[src/rtl/i2c_pkg.sv]
// Shared types and constants for the I2C write master.
package i2c_pkg;

  typedef enum logic [3:0] {
    IDLE,
    START,
    ADDR,
    ACK_A,
    REG,
    ACK_R,
    DATA,
    ACK_D,
    STOP,
    DONE
  } state_t;

  typedef logic [1:0] qphase_t;

  localparam logic I2C_WRITE = 1'b0;
  localparam logic I2C_ACK   = 1'b0;
  localparam logic I2C_NACK  = 1'b1;

  localparam qphase_t Q0 = 2'd0;
  localparam qphase_t Q1 = 2'd1;
  localparam qphase_t Q2 = 2'd2;
  localparam qphase_t Q3 = 2'd3;

endpackage

[src/rtl/i2c_phase_gen.sv]
// Quarter-period prescaler: qtick marks the last clk of each quarter,
// phase walks q0..q3 per bit slot; both held at zero while disabled.
module i2c_phase_gen
  import i2c_pkg::*;
#(
  parameter int CLK_DIV = 4
) (
  input  logic    clk,
  input  logic    reset,
  input  logic    en,
  output logic    qtick,
  output qphase_t phase
);

  localparam int CW = (CLK_DIV > 1) ? $clog2(CLK_DIV) : 1;

  logic [CW-1:0] cnt;

  assign qtick = en && (cnt == CW'(CLK_DIV - 1));

  always_ff @(posedge clk or posedge reset) begin
    if (reset) begin
      cnt   <= '0;
      phase <= Q0;
    end else if (!en) begin
      cnt   <= '0;
      phase <= Q0;
    end else if (qtick) begin
      cnt   <= '0;
      phase <= phase + 2'd1;
    end else begin
      cnt <= cnt + 1'b1;
    end
  end

endmodule

[src/rtl/i2c_master_write.sv]
// I2C write master: START, addr+W, reg, data with ACK checks, STOP.
// A NACK in any ACK slot skips straight to STOP.
module i2c_master_write
  import i2c_pkg::*;
#(
  parameter int CLK_DIV = 4
) (
  input  logic       clk,
  input  logic       reset,
  input  logic       start_i,
  input  logic [6:0] slave_addr_i,
  input  logic [7:0] reg_addr_i,
  input  logic [7:0] wdata_i,
  input  logic       SDA_i,
  output logic       SCL_o,
  output logic       SDA_o,
  output logic       busy_o,
  output logic       done_o,
  output logic       ack_err_o
);

  state_t     state, state_n;
  qphase_t    phase;
  logic       qtick;
  logic       en;
  logic       slot_end;
  logic       ack_sample;
  logic       is_byte;
  logic       is_ack;
  logic       last_bit;
  logic [7:0] shreg;
  logic [7:0] reg_q;
  logic [7:0] data_q;
  logic [2:0] bit_cnt;
  logic       ack_err;
  logic       scl_c;
  logic       sda_c;

  assign en = (state != IDLE) && (state != DONE);

  i2c_phase_gen #(.CLK_DIV(CLK_DIV)) u_phase (
    .clk   (clk),
    .reset (reset),
    .en    (en),
    .qtick (qtick),
    .phase (phase)
  );

  assign slot_end   = qtick && (phase == Q3);
  assign is_byte    = state inside {ADDR, REG, DATA};
  assign is_ack     = state inside {ACK_A, ACK_R, ACK_D};
  assign ack_sample = is_ack && qtick && (phase == Q2);
  assign last_bit   = slot_end && (bit_cnt == 3'd7);

  always_ff @(posedge clk or posedge reset) begin
    if (reset) state <= IDLE;
    else       state <= state_n;
  end

  always_comb begin
    state_n = state;
    unique case (state)
      IDLE:  if (start_i)  state_n = START;
      START: if (slot_end) state_n = ADDR;
      ADDR:  if (last_bit) state_n = ACK_A;
      ACK_A: if (slot_end) state_n = ack_err ? STOP : REG;
      REG:   if (last_bit) state_n = ACK_R;
      ACK_R: if (slot_end) state_n = ack_err ? STOP : DATA;
      DATA:  if (last_bit) state_n = ACK_D;
      ACK_D: if (slot_end) state_n = STOP;
      STOP:  if (slot_end) state_n = DONE;
      DONE:  state_n = IDLE;
      default: state_n = IDLE;
    endcase
  end

  // Bit counter wraps 7->0 on its own as each byte hands over to ACK.
  always_ff @(posedge clk or posedge reset) begin
    if (reset) begin
      shreg   <= '0;
      reg_q   <= '0;
      data_q  <= '0;
      bit_cnt <= '0;
      ack_err <= 1'b0;
    end else begin
      if (state == IDLE && start_i) begin
        shreg   <= {slave_addr_i, I2C_WRITE};
        reg_q   <= reg_addr_i;
        data_q  <= wdata_i;
        bit_cnt <= '0;
        ack_err <= 1'b0;
      end
      if (slot_end && is_byte) begin
        shreg   <= {shreg[6:0], 1'b0};
        bit_cnt <= bit_cnt + 3'd1;
      end
      if (slot_end && state == ACK_A) shreg <= reg_q;
      if (slot_end && state == ACK_R) shreg <= data_q;
      if (ack_sample && SDA_i == I2C_NACK) ack_err <= 1'b1;
    end
  end

  always_comb begin
    scl_c = 1'b1;
    sda_c = 1'b1;
    unique case (1'b1)
      (state == START): begin
        sda_c = (phase == Q0) || (phase == Q1);
        scl_c = (phase != Q3);
      end
      (state == STOP): begin
        sda_c = (phase == Q2) || (phase == Q3);
        scl_c = (phase != Q0);
      end
      is_byte: begin
        sda_c = shreg[7];
        scl_c = (phase == Q1) || (phase == Q2);
      end
      is_ack: begin
        sda_c = 1'b1;
        scl_c = (phase == Q1) || (phase == Q2);
      end
      default: begin
        scl_c = 1'b1;
        sda_c = 1'b1;
      end
    endcase
  end

  assign SCL_o     = scl_c;
  assign SDA_o     = sda_c;
  assign busy_o    = (state != IDLE);
  assign done_o    = (state == DONE);
  assign ack_err_o = ack_err;

endmodule

[config.mk]
export PLATFORM = sky130hd
export DESIGN_NAME = i2c_master_write
export DESIGN_NICKNAME = d
export VERILOG_FILES = /design/src/rtl/i2c_pkg.sv /design/src/rtl/i2c_phase_gen.sv /design/src/rtl/i2c_master_write.sv
export SDC_FILE = /design/constraint.sdc
export NUM_CORES = 1
export LEC_CHECK = 0
export ABC_AREA = 1
export BUFFER_PORTS_ARGS = -buffer_cell sky130_fd_sc_hd__clkbuf_2
export CORE_MARGIN = 2
export CORE_UTILIZATION = 50
export CTS_BUF_LIST = sky130_fd_sc_hd__clkbuf_16
export DETAILED_ROUTE_END_ITERATION = 7
export HOLD_SLACK_MARGIN = 0.08
export PLACE_DENSITY_LB_ADDON = 0.08
export SLEW_MARGIN = 10
export SYNTH_ARGS = -nofsm -noshare
export SYNTH_HDL_FRONTEND = slang
export SYNTH_SLANG_ARGS = --single-unit
[constraint.sdc]
create_clock -name clk -period 1.8 [get_ports clk]
set_input_delay 0.36 -clock clk [delete_from_list [all_inputs] [get_ports clk]]
set_output_delay 0.36 -clock clk [all_outputs]
set_load 0.05 [all_outputs]
# ---- Word level (Yosys, flattened, before mapping)
# Cells that the tools add are included.
dict set report op_classes {
  n_addsub 3
  eq_ne 26
  muxes 26
  n_reduce_logical 25
}
# operator n
set op_table {}
lappend op_table {{2-to-1 mux 4 bit} 11}
lappend op_table {{one-hot mux 4 bit (9 select lines)} 1}
lappend op_table {{2-to-1 mux 8 bit} 4}
lappend op_table {{!= test 2 bit (second input constant)} 11}
lappend op_table {{== test 4 x 3 -> 1 bit (second input constant)} 4}
lappend op_table {{logical AND 1 bit} 11}
lappend op_table {{AND reduction 9 bit} 1}
lappend op_table {{== test 4 x 2 -> 1 bit (second input constant)} 2}
lappend op_table {{== test 4 bit (second input constant)} 2}
lappend op_table {{2-to-1 mux 2 bit} 4}
lappend op_table {{nonzero test 4 bit} 2}
lappend op_table {{== test 2 bit (second input constant)} 3}
lappend op_table {{2-to-1 mux 3 bit} 2}
lappend op_table {{one-hot mux 1 bit (3 select lines)} 2}
lappend op_table {{nonzero test 2 bit} 3}
lappend op_table {{nonzero test 3 bit} 2}
lappend op_table {{adder 2 x 1 -> 2 bit (second input constant)} 2}
lappend op_table {{== test 4 x 1 -> 1 bit (second input constant)} 1}
lappend op_table {{logical NOT 4 bit} 1}
lappend op_table {{!= test 4 bit (second input constant)} 1}
lappend op_table {{adder 3 x 1 -> 3 bit (second input constant)} 1}
lappend op_table {{== test 3 bit (second input constant)} 1}
lappend op_table {{logical OR 1 bit} 3}
lappend op_table {{== test 2 x 1 -> 1 bit (second input constant)} 1}
lappend op_table {{other kinds (3)} 4}
dict set report word_totals {
  reg_bits 36
  input_bits 27
  out_inout_bits 5
}

# ---- Logic depth before layout (Yosys ltp)
dict set report logic_depth {
  word_depth 8
  ltp_mapped 11
  ltp_nobuf 11
}

# ---- Hierarchy
# From an unflattened synthesis, not the netlist that was laid out.
dict set report unflattened {
  hier_cells 283
  hier_area_um2 2090.8
}
# mod n_inst cells_each area_per_inst_um2 seq_area_each_um2
set by_module_without_submodules {}
lappend by_module_without_submodules {i2c_master_write 1 263 1910.6 800.8}
lappend by_module_without_submodules {i2c_phase_gen 1 20 180.2 100.1}

# ---- Worst setup path before layout
# OpenSTA, ideal clock, no wires.
dict set report synth_timing {
  kind {reg2out}
  startpoint {register state[3]}
  endpoint {output port SDA_o}
  arrival_time_ps 2733
  required_time_ps 1440
  path_slack_ps -1293
  stages_incl_launch_ff 7
  path_cell_list {dfrtp_1 > nor2_2 > nand2_1 > nor2_1 > nor2_1 > inv_1 > o311ai_0}
}
dict set report synth_between {
  elab_chain_len 3
  word_cells_on_any_way 7
  classes_between {eq/ne (5); mux (1); reduce/logical (1)}
}
# item line
set synth_lines {}
lappend synth_lines {{start, declared} i2c_master_write.sv:22} ;# state_t state, state_n;
lappend synth_lines {{start signal, assigned} i2c_master_write.sv:57} ;# else state <= state_n;
lappend synth_lines {{== test 4 x 2 -> 1 bit or == test 4 x 3 -> 1 bit (tied branches)} i2c_master_write.sv:50} ;# assign is_byte = state inside {ADDR, REG, DATA};
lappend synth_lines {{nonzero test 3 bit} i2c_master_write.sv:50}
lappend synth_lines {{one-hot mux 1 bit (3 select lines) (*)} i2c_master_write.sv:106} ;# unique case (1'b1)
lappend synth_lines {{end, declared} i2c_master_write.sv:16} ;# output logic SDA_o,
# Mark *: on every way between the ends. The rest lies on a longest branch, timed or not.

# ---- Final worst setup path
dict set report layout_timing {
  startpoint {register state[0]}
  endpoint {output port SCL_o}
}
dict set report layout_between {
  elab_chain_len 4
  word_cells_on_any_way 12
  classes_between {eq/ne (8); mux (1); reduce/logical (3)}
}
# item line
set layout_lines {}
lappend layout_lines {{== test 4 x 2 -> 1 bit, or another cell as far along} i2c_master_write.sv:50}
lappend layout_lines {{nonzero test 3 bit (on tied branches)} {i2c_master_write.sv:50, i2c_master_write.sv:51}}
lappend layout_lines {{OR reduction 2 bit (no line)} --}
lappend layout_lines {{one-hot mux 1 bit (3 select lines) (*)} i2c_master_write.sv:106}
lappend layout_lines {{end, declared} i2c_master_write.sv:15} ;# output logic SCL_o,
# Marks and branches as above.

==> flow_metrics.tcl <==
set metrics [dict create \
    status "finished with violations" \
    violations "negative setup slack" \
    maxSlewHeadroom_pct 70.6 \
    crit_slowest_cell "dfrtp_2" \
    grt_pass1_wl_mm 7.91 \
    skew_ps 4.53 \
    detail-route-antenna-nets 0 \
    pin_count 32 \
    clock_latency_ps 270 \
    routedWlPerCell_um 14.5 \
    max_cap_violations 0 \
    hold_viol 0 \
    antenna_found_initial 0 \
    crit_family "flip-flops" \
    critPathMaxFanout 7 \
    async_reset_ff_share_pct 100 \
    synth.net_count 273 \
    start_util_pct 52.1 \
    ys_seq_area_share_pct 46.9 \
    powerDensity_mw_per_mm2 1710 \
    vias 1855 \
    synth_top_cell_area_share_pct 46.9 \
    routed_wirelength_mm 5.22 \
    cts.path.max_buffers 2 \
    syn_area_mm2 0.00192 \
    diodes 0 \
    synth.area.top_cells "dfrtp_1, nand2_1, o21ai_0" \
    die_w_um 66.0 \
    ys_ff_latch 36 \
    die_height_um 66.0 \
    cts_tree "built" \
    min_path_type "in2async" \
    synth_edf_count 0 \
    setup_ws_ps -185 \
    cts_sinks 36 \
    startpoint_type "register" \
    cp.required_ps 1440 \
    synth_area_leader_cell "dfrtp_1" \
    drc 0 \
    drt_first_iter_violations 178 \
    fmax_mhz 504 \
    gr-total-overflow 0 \
    grt_pass1_vias 1759 \
    end_kind "primary output" \
    setup_tns_ps -613 \
    hold_ws_ps 158 \
    grt_util_met1_pct 31.4 \
    slowest_delay_ps 500 \
    fp-row-count 22 \
    maxSlewViolCount 0 \
    globalRouteMet3Util_pct 6.47 \
    grt_use_total_pct 24.4 \
    ir_worst_vdd_v 0.000876 \
    worst_pin_slew_ps 441 \
    synthCells 239 \
    cts_hold_repair.buffers 0 \
    synth_commonest_cells "nand2_1, dfrtp_1, inv_1, nor2_1, o21ai_0" \
    total_power_w 0.00471 \
    path_cells "nor2_4 > nand2_2 > nand2_1 > inv_1 > nor2_4 > o2111ai_4 > buf_8" \
    grt_max_degree 37 \
    fin_cells 359 \
    dp.cells 339 \
    yosysMostFrequentCell "nand2_1" \
    rsz0062_at_grt "true" \
    crit_path_frequent_cell "nor2_4" \
    gp_congestion 0.925 \
    ctsHtreeMaxLevel 2 \
    drive_above_1_share_pct 39.9 \
    use_met2_pct 40.2 \
    fin_nets 344 \
    worstPathArrival_ps 1630 \
    vias_per_cell 5.17 \
    setup_viol 9 \
    portBuffers 31 \
    avgSynthCellArea_um2 8.04 \
    die_area_mm2 0.00435 \
    critical_path_class "reg2out" \
    cts.clk_slew.worst_paths_ps 60 \
    first_pass_iters 4 \
    yosys_warnings 0 \
    min_period_over_period_pct 110 \
    layout_min_cycle_time_ps 1990 \
    busiest_layer "met2" \
    syn2layout_area_growth_pct 43.7 \
    synth_ff_type "dfrtp_1" \
    ys_types 28 \
    root_buffer "clkbuf_16" \
    p_leak_nw 1.41 \
    post-dp-hpwl_mm 3.32 \
    cp_num_buf_inv 2 \
    cts_buffers 5 \
    core_area_mm2 0.00369 \
]
[placed cells by master (no fill, tap or decap), types with 2 or more instances in the layout]
| cell type | count |
|---|---|
| nor2_4 | 8 |
| nand3_1 | 12 |
| nand2_2 | 4 |
| o21ai_4 | 2 |
| nor2_1 | 14 |
| nand2_1 | 61 |
| dfrtp_1 | 32 |
| inv_1 | 23 |
| o21ai_1 | 5 |
| a22o_1 | 2 |
| clkbuf_2 | 28 |
| nor2_2 | 7 |
| buf_8 | 3 |
| inv_2 | 6 |
| ha_1 | 7 |
| o21ai_0 | 19 |
| dfrtp_2 | 4 |
| nand4_1 | 6 |
| clkinv_1 | 2 |
| inv_4 | 3 |
| buf_4 | 35 |
| nand2_4 | 5 |
| mux2_2 | 5 |
| clkbuf_16 | 5 |
[where the power goes]
part | switching [W] | total, W | internal (W)
registers | 0.000233 | 0.00138 | 0.00114
logic | 0.00137 | 0.00239 | 0.00101
clock network | 0.000305 | 0.000948 | 0.000643
[layer usage]
| metal | vias to the layer above | wire, um |
|---|---|---|
| li1 | 918 | - |
| met1 | 862 | 2240 |
| met2 | 65 | 2640 |
| met3 | 10 | 277 |
| met4 | 0 | 62 |
| met5 | - | 0 |
[worst paths after layout]
| check | start | end | slack [ps] | cells past startpoint |
|---|---|---|---|---|
| setup reg to reg | state[3] | state[1] | -110 | 8 |
| min in group clk | reg_addr_i[4] | reg_q[4] | 290 | 3 |
| hold / removal | reset | ack_err_o | 160 | 3 |
| hold reg to reg | u_phase.cnt[0] | u_phase.cnt[0] | 430 | 1 |
| max in group asynchronous | reset | state[0] | 1300 | 3 |
| setup / recovery | state[0] | SCL_o | -190 | 7 |
[stage by stage]
| stage | worst slack, ps | utilization, % | area (um2) |
|---|---|---|---|
| after floorplan | -21.1 | - | 1960 |
| after global placement | -35.1 | 63.4 | 2340 |
| after detailed placement | -59.8 | 63.4 | 2340 |
| after CTS | -153 | 71.7 | 2640 |
| after global routing | -257 | 74.8 | 2760 |
| final | -185 | 74.8 | 2760 |
[state kept, by name, indices dropped and copies added (netlist names)]
signal         cells
ack_err_o          1
bit_cnt            3
u_phase.phase      2
state              4
u_phase.cnt        2
data_q             8
shreg              8
reg_q              8
[cells by family (layout without fill, tap and decap cells)]
family,count (synthesis),in the layout,synth area share (%)
compound gates,35,35,10.6
fa+ha+maj,7,7,4.56
buf+inv,35,106,6.97
flops,36,36,46.9
mux,5,5,2.93
simple gates,121,122,28.1
[what timing repair did]
| action | CTS | global route |
|---|---|---|
| pin swaps | 6 | 9 |
| resized for setup | 33 | 25 |
| gates cloned | 0 | 1 |
| setup endpoints to repair | 10 | 17 |
| setup buffers | 7 | 4 |
[worst reg2reg max path, cell delays in order (launching register included)]
cell     delay [ps]
dfrtp_2         450
buf_4           160
nor2_2          140
nand2_1         120
nor2_1          280
inv_1           120
o21ai_0         240
nor3_1          100
o21ai_0         200
[layout make-up]
type / count / area (um2)
inverters: 32 / 128
well taps: 48 / 60.1
multi-input cells: 169 / 1060
flip-flops and latches: 36 / 906
fillers: 264 / 928
repair buffers: 66 / 448
clock buffers: 5 / 125
clock inverters: 3 / 37.5
(Power assumes the default switching activity.)
